## config.mk

```make
export PLATFORM = sky130hd
export DESIGN_NAME = axi4lite_initiator_osd
export DESIGN_NICKNAME = d
export VERILOG_FILES = /design/src/rtl/axi4lite_initiator_osd.sv
export SDC_FILE = /design/constraint.sdc
export NUM_CORES = 1
export LEC_CHECK = 0
export CAP_MARGIN = 20
export CELL_PAD_IN_SITES_DETAIL_PLACEMENT = 1
export CELL_PAD_IN_SITES_GLOBAL_PLACEMENT = 1
export CORE_MARGIN = 2
export CORE_UTILIZATION = 32
export CTS_CLUSTER_SIZE = 14
export DETAILED_ROUTE_END_ITERATION = 10
export PLACE_DENSITY_LB_ADDON = 0.05
export SYNTH_ARGS = -nofsm -noshare
export SYNTH_HDL_FRONTEND = slang
export SYNTH_SLANG_ARGS = --single-unit
```

## constraint.sdc

```tcl
create_clock -name aclk -period 2.76 [get_ports aclk]
set_clock_uncertainty 0.15 [all_clocks]
set_input_delay 0.552 -clock aclk [delete_from_list [all_inputs] [get_ports aclk]]
set_output_delay 0.552 -clock aclk [all_outputs]
set_load 0.02 [all_outputs]
```

## src/rtl/axi4lite_initiator_osd.sv

```systemverilog
// AXI4-Lite initiator for the OSD register slave: one outstanding single-beat read or write per
// command, with a saturating watchdog that parks the block in HUNG until reset.
module axi4lite_initiator_osd #(
    parameter int TIMEOUT_CYCLES = 1024,
    parameter int CNT_W          = 16
) (
    input  logic        aclk,
    input  logic        aresetn,
    input  logic        cmd_valid,
    output logic        cmd_ready,
    input  logic        cmd_wr,
    input  logic [31:0] cmd_addr,
    input  logic [31:0] cmd_wdata,
    output logic        rsp_valid,
    output logic [31:0] rsp_rdata,
    output logic [1:0]  rsp_resp,
    output logic        hung,
    output logic [31:0] awaddr,
    output logic        awvalid,
    input  logic        awready,
    output logic [31:0] wdata,
    output logic [3:0]  wstrb,
    output logic        wvalid,
    input  logic        wready,
    input  logic [1:0]  bresp,
    input  logic        bvalid,
    output logic        bready,
    output logic [31:0] araddr,
    output logic        arvalid,
    input  logic        arready,
    input  logic [31:0] rdata,
    input  logic [1:0]  rresp,
    input  logic        rvalid,
    output logic        rready
);

    typedef enum logic [2:0] {
        S_IDLE, S_WR_REQ, S_WR_RESP, S_RD_REQ, S_RD_RESP, S_HUNG
    } state_t;

    localparam logic [CNT_W-1:0] CNT_LAST = (TIMEOUT_CYCLES == 0) ? '0 : CNT_W'(TIMEOUT_CYCLES - 1);
    localparam logic [CNT_W-1:0] CNT_MAX  = '1;

    state_t            state_q, state_d;
    logic [CNT_W-1:0]  cnt_q, cnt_d;
    logic              awvalid_q, awvalid_d;
    logic              wvalid_q, wvalid_d;
    logic              arvalid_q, arvalid_d;
    logic [31:0]       awaddr_q, awaddr_d;
    logic [31:0]       wdata_q, wdata_d;
    logic [31:0]       araddr_q, araddr_d;
    logic              rsp_valid_q, rsp_valid_d;
    logic [31:0]       rsp_rdata_q, rsp_rdata_d;
    logic [1:0]        rsp_resp_q, rsp_resp_d;

    logic cmd_fire, aw_left, w_left, b_fire, r_fire, busy, timeout;

    assign cmd_fire = cmd_valid && (state_q == S_IDLE);
    assign aw_left  = awvalid_q && !awready;
    assign w_left   = wvalid_q && !wready;
    assign b_fire   = (state_q == S_WR_RESP) && bvalid;
    assign r_fire   = (state_q == S_RD_RESP) && rvalid;
    assign busy     = (state_q == S_WR_REQ) || (state_q == S_WR_RESP) ||
                      (state_q == S_RD_REQ) || (state_q == S_RD_RESP);
    // Last counted cycle; a B/R handshake landing in it still completes normally.
    assign timeout  = (TIMEOUT_CYCLES != 0) && busy && (cnt_q == CNT_LAST);

    always_ff @(posedge aclk) begin
        if (!aresetn) begin
            state_q     <= S_IDLE;
            cnt_q       <= '0;
            awvalid_q   <= 1'b0;
            wvalid_q    <= 1'b0;
            arvalid_q   <= 1'b0;
            awaddr_q    <= '0;
            wdata_q     <= '0;
            araddr_q    <= '0;
            rsp_valid_q <= 1'b0;
            rsp_rdata_q <= '0;
            rsp_resp_q  <= '0;
        end else begin
            state_q     <= state_d;
            cnt_q       <= cnt_d;
            awvalid_q   <= awvalid_d;
            wvalid_q    <= wvalid_d;
            arvalid_q   <= arvalid_d;
            awaddr_q    <= awaddr_d;
            wdata_q     <= wdata_d;
            araddr_q    <= araddr_d;
            rsp_valid_q <= rsp_valid_d;
            rsp_rdata_q <= rsp_rdata_d;
            rsp_resp_q  <= rsp_resp_d;
        end
    end

    always_comb begin
        state_d = state_q;
        case (state_q)
            S_IDLE:    if (cmd_valid) state_d = cmd_wr ? S_WR_REQ : S_RD_REQ;
            S_WR_REQ:  if (timeout) state_d = S_HUNG;
                       else if (!aw_left && !w_left) state_d = S_WR_RESP;
            S_WR_RESP: if (bvalid) state_d = S_IDLE;
                       else if (timeout) state_d = S_HUNG;
            S_RD_REQ:  if (timeout) state_d = S_HUNG;
                       else if (!(arvalid_q && !arready)) state_d = S_RD_RESP;
            S_RD_RESP: if (rvalid) state_d = S_IDLE;
                       else if (timeout) state_d = S_HUNG;
            S_HUNG:    state_d = S_HUNG;
            default:   state_d = S_IDLE;
        endcase
    end

    // Request valids fall only after their own handshake, including while HUNG.
    always_comb begin
        awvalid_d   = aw_left;
        wvalid_d    = w_left;
        arvalid_d   = arvalid_q && !arready;
        awaddr_d    = awaddr_q;
        wdata_d     = wdata_q;
        araddr_d    = araddr_q;
        cnt_d       = cnt_q;
        rsp_valid_d = 1'b0;
        rsp_rdata_d = rsp_rdata_q;
        rsp_resp_d  = rsp_resp_q;
        if (cmd_fire) begin
            cnt_d = '0;
            if (cmd_wr) begin
                awaddr_d  = cmd_addr;
                wdata_d   = cmd_wdata;
                awvalid_d = 1'b1;
                wvalid_d  = 1'b1;
            end else begin
                araddr_d  = cmd_addr;
                arvalid_d = 1'b1;
            end
        end else if (busy && (cnt_q != CNT_MAX)) begin
            cnt_d = cnt_q + CNT_W'(1);
        end
        if (b_fire) begin
            rsp_valid_d = 1'b1;
            rsp_rdata_d = '0;
            rsp_resp_d  = bresp;
        end
        if (r_fire) begin
            rsp_valid_d = 1'b1;
            rsp_rdata_d = rdata;
            rsp_resp_d  = rresp;
        end
    end

    assign cmd_ready = (state_q == S_IDLE);
    assign bready    = (state_q == S_WR_RESP);
    assign rready    = (state_q == S_RD_RESP);
    assign hung      = (state_q == S_HUNG);
    assign awvalid   = awvalid_q;
    assign wvalid    = wvalid_q;
    assign arvalid   = arvalid_q;
    assign awaddr    = awaddr_q;
    assign wdata     = wdata_q;
    assign wstrb     = 4'hF;
    assign araddr    = araddr_q;
    assign rsp_valid = rsp_valid_q;
    assign rsp_rdata = rsp_rdata_q;
    assign rsp_resp  = rsp_resp_q;

endmodule
```

==> metrics.txt, run 1 <==
Slew Viols, Final=0; slowest CP cell=clkdlybuf4s50_1; cells along the critical path=or3_4 > inv_4 > clkdlybuf4s50_1; DRC viols=0; Fmax=371 MHz; Initial Util=32.4%; Critical Path RT=2.06 ns; die width=138 microns; CTS H-tree lvls=4; CP max stage delay=0.63 ns; top-count cell post-synth=nand2_1; num ports=251; CP Capture Type=output pin; Worst R2R Start=state_q[0]; layout cells sized above 1=6.09%; Fin Hold WS=0.304 ns; Static Leakage=0.00310 uW; WL final=20.2 mm; Final TNS setup=0 ns; Hold Path End=araddr[7]; leading area contributor after synthesis=dfxtp_1; root buffer selected by CTS=clkbuf_16; number of global-route vias before repair=6070; worst slack at placement=0.425 ns; Buffers on Ports=246; post-CTS sizing=1; vias after detailed routing=5701; Post-synth ARST share=0%; met2 Resource Use GR=36.6%; Synthesis Warnings=0; clock sinks=153; first-pass iteration count of the detailed router=4; Synth top cells by count=nand2_1, dfxtp_1, a21oi_1; delay-heaviest family, CP=buffers and inverters; Final GP Congestion=0.810; CP Buf/Inv Count=2; unrepaired setup endpoints after global routing=no; Worst Min Path Start=araddr[7]; Die H=138 microns; met1 Track Usage GR=23.1%; gr usage total=20.8%; largest net degree at the start of global routing=103; Post-CTS Setup Bufs=0; DRT iter0 DRCs=195; initial antenna violation count=2; final setup violation count=0; FP Rows=49; grt met3 use=8.35%; final worst path period share=97.6%; Reg clk slew, reported paths=0.06 ns; Avg WL per Cell=17.3 microns; critical path startpoint category=flip-flop; Final #Nets=1035; Clock Latency Late Sink=0.41 ns; Area Growth Syn to Fin=55.6%; die area=19100 sq um; Peak VDD IR=422 uV; maximum clock path buffer count=2; vias per cell=4.89; Max-cap violations=0; GRT Residual Overflow=0; Post-Syn Instances=698; cts bufs inserted=17; Max FO, Critical Path=11; Netlist Area Pre-Place=5760 sq um; syn avg cell area=8.25 sq um; global route hottest layer=met2; worst slew pin tran=0.574 ns; CP Data Arrival Time=1.99 ns; CTS tree=built; final worst slack=0.0669 ns; slew margin rel.=61.6%; prevailing post-synth register cell=dfxtp_1; Hold/Removal Path Class=reg2reg; Final ANT Viol Nets=0; number of flops mapped to enable cells by yosys=0; R2R setup slack=0.64 ns; final hold vios=0; FF-to-FF path depth=5; final HPWL from detailed placement=14.5 mm; first-pass GRT wire length=31.9 mm; outcome=complete, no violations; part of the Yosys area used for sequential elements=53.2%; reg2reg end=state_q[0]; top cells by area, synth=dfxtp_1, nand2_1, a21oi_1; Crit Path Category=reg2out; Yosys reg bits=153; pwr dens=736 nW/um^2; Final min period=2.69 ns; Synth top area share=53.2%; Hold Crit Depth=2; hold_buf cts=0; count of cell types in the netlist=45; core area=17800 sq um
per-stage QoR:
stage | cells | cell area [sq um] | power [uW] | util, %
floorplan | 701 | 5770 | 3490 | -
global placement | 1135 | 8340 | 4170 | 46.9
detailed placement | 1135 | 8340 | 4230 | 46.9
CTS | 1165 | 8960 | 6680 | 50.4
global route | 1167 | 8960 | 6930 | 50.4
finish | 1167 | 8960 | 6600 | 50.4
kinds of logic after synthesis:
kind of cell | after synthesis | share of synthesized area [%]
other cells | 1 | 0.0651
fa+ha+maj | 1 | 0.217
mux | 3 | 0.522
xor+xnor | 12 | 1.83
compound gates | 165 | 16.8
buf+inv | 64 | 5.82
simple gates | 299 | 21.6
flops | 153 | 53.2
cells in the final DEF, fill, tap and decap left out, types with 3 or more instances in the layout:
cell type and count:
nor2_1 52, mux2i_1 3, nand4_1 8, and2_1 5, a211oi_1 7, nand3_1 3, xnor2_1 12, clkinv_2 4
inv_1 8, buf_4 12, a31o_2 3, a22oi_1 32, clkbuf_16 17, o21ai_0 5, nand2b_1 3, nand2_1 202
dfxtp_1 153, conb_1 4, nor3_1 5, clkdlybuf4s50_1 246, bufinv_16 4, a21oi_1 109
flip-flops by register name (all words and copies together), names as in the netlist:
name and count:
araddr 32, arvalid 1, awaddr 32, awvalid 1
cnt_q 16, rsp_rdata 32, rsp_resp 2, rsp_valid 1
state_q 3, wdata 32, wvalid 1
routing by layer:
| metal | share of wire [%] | wire (microns) |
|---|---|---|
| met2 | 50 | 10100 |
| met4 | 1.7 | 337 |
| met5 | 0 | 0 |
| met3 | 8.7 | 1750 |
| met1 | 40 | 8040 |
how the worst max path moves through the flow:
stage	slack, ns	startpoint	cells past startpoint	to
global placement	0.49	state_q[0]	3	cmd_ready
global route	0.005	state_q[0]	3	cmd_ready
floorplan	0.62	state_q[1]	7	rsp_rdata[11]
finish	0.07	state_q[0]	3	cmd_ready
detailed placement	0.42	state_q[0]	3	cmd_ready
CTS	0.06	state_q[0]	3	cmd_ready
cell type report:
type | count | area, sq um
Multi-Input combinational cell | 484 | 2380
Antenna cell | 2 | 5.00
Sequential cell | 153 | 3060
Fill cell | 2061 | 8820
Inverter | 10 | 42.5
Clock inverter | 9 | 148
Timing Repair Buffer | 259 | 2570
Clock buffer | 21 | 460
Tap cell | 229 | 287
worst reg2reg max path, stage by stage (launching register included):
cell	delay, ns
dfxtp_1	0.55
or3_4	0.25
nand4_2	0.23
or3_1	0.47
a211o_1	0.29
o211ai_1	0.10
power by group:
group          leakage (uW)  internal [uW]  switching (uW)
Clock              0.000299           1550             875
Sequential          0.00124           2400             120
Combinational       0.00156            700             957
Total               0.00310           4650            1950
Note: power is estimated with default switching activity, not from simulation.
==> inputs of run 2 (changes only) <==
--- a/config.mk
+++ b/config.mk
@@ -13,6 +13,7 @@
 export CTS_CLUSTER_SIZE = 14
 export DETAILED_ROUTE_END_ITERATION = 10
 export PLACE_DENSITY_LB_ADDON = 0.05
+export SETUP_SLACK_MARGIN = 0.05
 export SYNTH_ARGS = -nofsm -noshare
 export SYNTH_HDL_FRONTEND = slang
 export SYNTH_SLANG_ARGS = --single-unit
==> run 2 against run 1 <==
  * Non-clock buffer count is the same
  * Final cell count is the same
  * Register-to-register slack lost 0.02 ns
  * Sequential power is essentially flat
  * Critical path depth shrank 1
  * Routed wire length is essentially flat
==> metrics.txt, run 2 (synthesis gave the netlist of run 1 again) <==
outcome=complete, no violations; Psw=1960 uW; Crit Path Category=reg2out; Clock power frac=36.7%; CP Capture Type=output pin; Avg WL per Cell=17.3 microns; GRT Residual Overflow=0; CTS tree=built; worst slew pin tran=0.574 ns; Final #Nets=1035; Fin Hold WS=0.304 ns; largest net degree at the start of global routing=103; num ports=251; Sw Share=29.6%; core area=17800 sq um; Fmax=390 MHz; Max FO, Critical Path=11; Buffers on Ports=246; FF-to-FF path depth=5; gr usage total=20.8%; Final ANT Viol Nets=0; Post-DP Area=8340 sq um; Reg clk slew, reported paths=0.06 ns; Peak VDD IR=422 uV; combinational share of power=25.1%; layout cells sized above 1=6.20%; Clock Latency Late Sink=0.41 ns; die width=138 microns; CP max stage delay=0.66 ns; CTS H-tree lvls=4; hold_buf cts=0; Hold Crit Depth=2; first-pass iteration count of the detailed router=4; sequential fraction of design power=38.2%; Pint=4650 uW; maximum clock path buffer count=2; Die H=138 microns; Area Growth Syn to Fin=55.8%; Final min period=2.56 ns; Critical Path RT=2.06 ns; first-pass GRT wire length=31.9 mm; Initial Util=32.4%; initial antenna violation count=2; critical path startpoint category=flip-flop; Static Leakage=0.00311 uW; root buffer selected by CTS=clkbuf_16; number of global-route vias before repair=6070; cell area after layout=8970 sq um; clock sinks=153; DRT iter0 DRCs=185; slew margin rel.=61.6%; most frequent cells in the layout=clkdlybuf4s50_1, nand2_1, dfxtp_1; cells along the critical path=and3_1 > clkdlybuf4s50_1; # fillers=2059; vias after detailed routing=5721; Max-cap violations=0; die area=19100 sq um; vias per cell=4.90; Slew Viols, Final=0; final HPWL from detailed placement=14.5 mm; commonest non-fill, non-tap cell in the layout=clkdlybuf4s50_1; final hold vios=0; final worst path period share=92.9%; slowest CP cell=clkdlybuf4s50_1; pwr dens=736 nW/um^2; Hold/Removal Path Class=reg2reg; WL final=20.2 mm; Final GP Congestion=0.810; CP Data Arrival Time=1.86 ns; final setup violation count=0; FP Rows=49; Final TNS setup=0 ns; unrepaired setup endpoints after global routing=no; cts bufs inserted=17; DRC viols=0
run 2: cell count changes in the layout (fill, tap and decap cells not counted):
cell	before	now
dlymetal6s2s_1	0	1
clkdlybuf4s50_1	246	245
nor3b_1	2	1
nor3b_2	0	1
run 2: path summary, 6_finish.rpt:
| path | from | to | slack, ns |
|---|---|---|---|
| max | state_q[0] | hung | 0.20 |
| min | araddr[7] | araddr[7] | 0.30 |
| max reg2reg | state_q[0] | state_q[0] | 0.62 |
| min reg2reg | araddr[7] | araddr[7] | 0.30 |
run 2: worst max-delay path, delay by kind of cell (launching register included):
family,cells,cell delay (ns)
buffers and inverters,1,0.66
AND/OR/NAND/NOR,1,0.23
flip-flops,1,0.57
run 2: metal layers:
layer  track usage (%)  share of wire, %  up-vias
met2              36.6                50      195
met3              8.35               8.7       24
met5                 0                 0        -
li1                  -                 -     2769
met1              23.1                40     2733
met4              6.77               1.7        0
run 2: final cells by class:
type,count,area (sq um),share of cell area [%]
antenna,2,5.00,0.0558
clock buffer,21,460,5.13
clock inverter,9,148,1.65
inverter,10,42.5,0.474
multi-input combinational,484,2390,26.6
sequential,153,3060,34.1
tap,229,287,3.19
timing repair buffer,259,2570,28.7
run 2: what timing repair did:
action,in CTS,in global routing
endpoints found under the setup margin,1,2
resized for setup,1,2
endpoints found under the hold margin,0,0
buffers inserted,0,0
run 2: power by group through the flow:
stage | combinational (uW) | clock [uW] | sequential (uW)
3_3_place_gp | 1620 | 0 | 2550
5_1_grt | 1800 | 2580 | 2550
2_1_floorplan | 746 | 0 | 2750
3_5_place_dp | 1660 | 0 | 2570
4_1_cts | 1680 | 2480 | 2530
6_report | 1660 | 2420 | 2520
run 2: stage by stage:
step	utilization, %	total power (uW)	std cells	setup WS (ns)
2_1_floorplan	-	3490	701	0.619
3_3_place_gp	46.9	4170	1135	0.494
5_1_grt	50.5	6940	1167	0.106
4_1_cts	50.4	6680	1165	0.0630
6_report	50.5	6610	1167	0.197
3_5_place_dp	46.9	4230	1135	0.425
==> inputs of run 3 (changes only) <==
--- a/config.mk
+++ b/config.mk
@@ -9,7 +9,7 @@
 export CELL_PAD_IN_SITES_DETAIL_PLACEMENT = 1
 export CELL_PAD_IN_SITES_GLOBAL_PLACEMENT = 1
 export CORE_MARGIN = 2
-export CORE_UTILIZATION = 32
+export CORE_UTILIZATION = 30
 export CTS_CLUSTER_SIZE = 14
 export DETAILED_ROUTE_END_ITERATION = 10
 export PLACE_DENSITY_LB_ADDON = 0.05
==> constraint.sdc (replaced) <==
create_clock -name aclk -period 2.7 [get_ports aclk]
set_clock_uncertainty 0.15 [all_clocks]
set_input_delay 0.54 -clock aclk [delete_from_list [all_inputs] [get_ports aclk]]
set_output_delay 0.54 -clock aclk [all_outputs]
set_load 0.02 [all_outputs]
==> run 3 against run 2 <==
  * Clock power is 2% higher
  * Utilization is 2.3 points lower
  * Largest power group unchanged
  * Flip-flop and latch count unchanged
  * Combinational power is 2% higher
  * Sequential power rose by 3%
  * Total power increased by 2.5%
  * First-iteration DRC count rose by 10%
  * Global-route usage down 0.58 points
  * Sequential share of layout area down 0.24 points
  * Final cell count up 0.69%
==> metrics.txt, run 3 (synthesis gave the netlist of run 1 again) <==
Hold/Removal Path Class=reg2reg; Pwr Total=6770 uW; Area Growth Syn to Fin=56.9%; final worst path period share=92.7%; Crit Path Category=reg2out; maximum clock path buffer count=2; Buffers on Ports=246; first-pass GRT wire length=32.1 mm; largest net degree at the start of global routing=53; die width=143 microns; slew margin rel.=62.1%; critical path startpoint category=flip-flop; core area=18800 sq um; DRC viols=0; hold_buf cts=0; commonest non-fill, non-tap cell in the layout=clkdlybuf4s50_1; GRT Residual Overflow=0; Initial Util=30.7%; Max-cap violations=0; Final ANT Viol Nets=0; unrepaired setup endpoints after global routing=no; vias per cell=4.86; most frequent cells in the layout=clkdlybuf4s50_1, nand2_1, dfxtp_1; Final min period=2.50 ns; gr usage total=20.3%; WL final=20.6 mm; Ant. Diodes=0; Slew Viols, Final=0; die area=20300 sq um; final HPWL from detailed placement=14.7 mm; final hold vios=0; num ports=251; Clock Latency Late Sink=0.42 ns; Final #Nets=1038; worst slew pin tran=0.568 ns; Max FO, Critical Path=11; Inst Count DP=1143; CP Capture Type=output pin; Final GP Congestion=0.770; Die H=143 microns; first-pass iteration count of the detailed router=4; final core occ=48.1%; final setup violation count=0; cts bufs inserted=17; Peak VDD IR=463 uV; Critical Path RT=2.01 ns; clock sinks=153; Static Leakage=0.00315 uW; Final TNS setup=0 ns; FP Rows=50; CTS tree=built; Fmax=399 MHz; Reg clk slew, reported paths=0.06 ns; vias after detailed routing=5715; outcome=complete, no violations; pwr dens=749 nW/um^2; Avg WL per Cell=17.5 microns; layout cells sized above 1=6.70%; root buffer selected by CTS=clkbuf_16; number of global-route vias before repair=6139; fin cells=1175; initial antenna violation count=0; DRT iter0 DRCs=204; CTS H-tree lvls=4; # fillers=2217; CP Data Arrival Time=1.81 ns
[run 3: cell count changes in the layout (fill, tap and decap cells not counted), sizes merged]
cell           previous run  this run
inv                      10        11
buf                      13        16
clkinv                    4         6
diode                     2         0
clkbuf                   21        19
bufinv                    4         3
clkdlybuf4s50           245       243
dlymetal6s2s              1         2
dlygate4sd2               0         1
clkinvlp                  1         3
[run 3: what timing repair did]
| action | 4_1_cts | 5_1_grt |
|---|---|---|
| setup endpoints to repair | 2 | 2 |
| endpoints found under the hold margin | 0 | 0 |
| resized for setup | 2 | 2 |
| buffers inserted | 0 | 0 |
[run 3: through the flow]
| stage | hold WS (ns) | setup slack (ns) | cell area, sq um |
|---|---|---|---|
| 6_report | 0.305 | 0.196 | 9030 |
| 5_1_grt | 0.322 | 0.118 | 9030 |
| 4_1_cts | 0.308 | 0.00986 | 9030 |
| 3_5_place_dp | 0.299 | 0.390 | 8410 |
| 3_3_place_gp | 0.292 | 0.417 | 8410 |
| 2_1_floorplan | 0.328 | 0.559 | 5770 |
[run 3: worst paths after layout]
| kind | cells past startpoint | start | slack [ns] | end |
|---|---|---|---|---|
| worst min-delay path | 2 | wdata[8] | 0.31 | wdata[8] |
| worst max-delay path | 2 | state_q[0] | 0.20 | hung |
| worst max register to register | 5 | state_q[0] | 0.56 | state_q[0] |
| worst min register to register | 2 | wdata[8] | 0.31 | wdata[8] |
[run 3: per-layer routing]
metal	track usage, %	routed length, microns
met2	36.1	10400
met4	6.67	282
met5	0	0
met3	7.97	1730
met1	21.9	8160
[run 3: critical path: stages (launching register included)]
cell and delay (ns):
dfxtp_1 0.54, and3_1 0.22, clkdlybuf4s50_1 0.64
[run 3: power breakdown]
group	leakage, uW	switching (uW)	total [uW]	internal, uW
logic	0.00162	978	1700	726
registers	0.00124	133	2590	2460
clock network	0.000290	988	2470	1490
[run 3: layout make-up]
class	count	area (sq um)	share of cell area, %
Clock buffer	19	443	4.90
Clock inverter	13	170	1.88
Sequential cell	153	3060	33.9
Tap cell	234	293	3.24
Inverter	10	42.5	0.471
Multi-Input combinational cell	484	2380	26.4
Timing Repair Buffer	262	2640	29.2
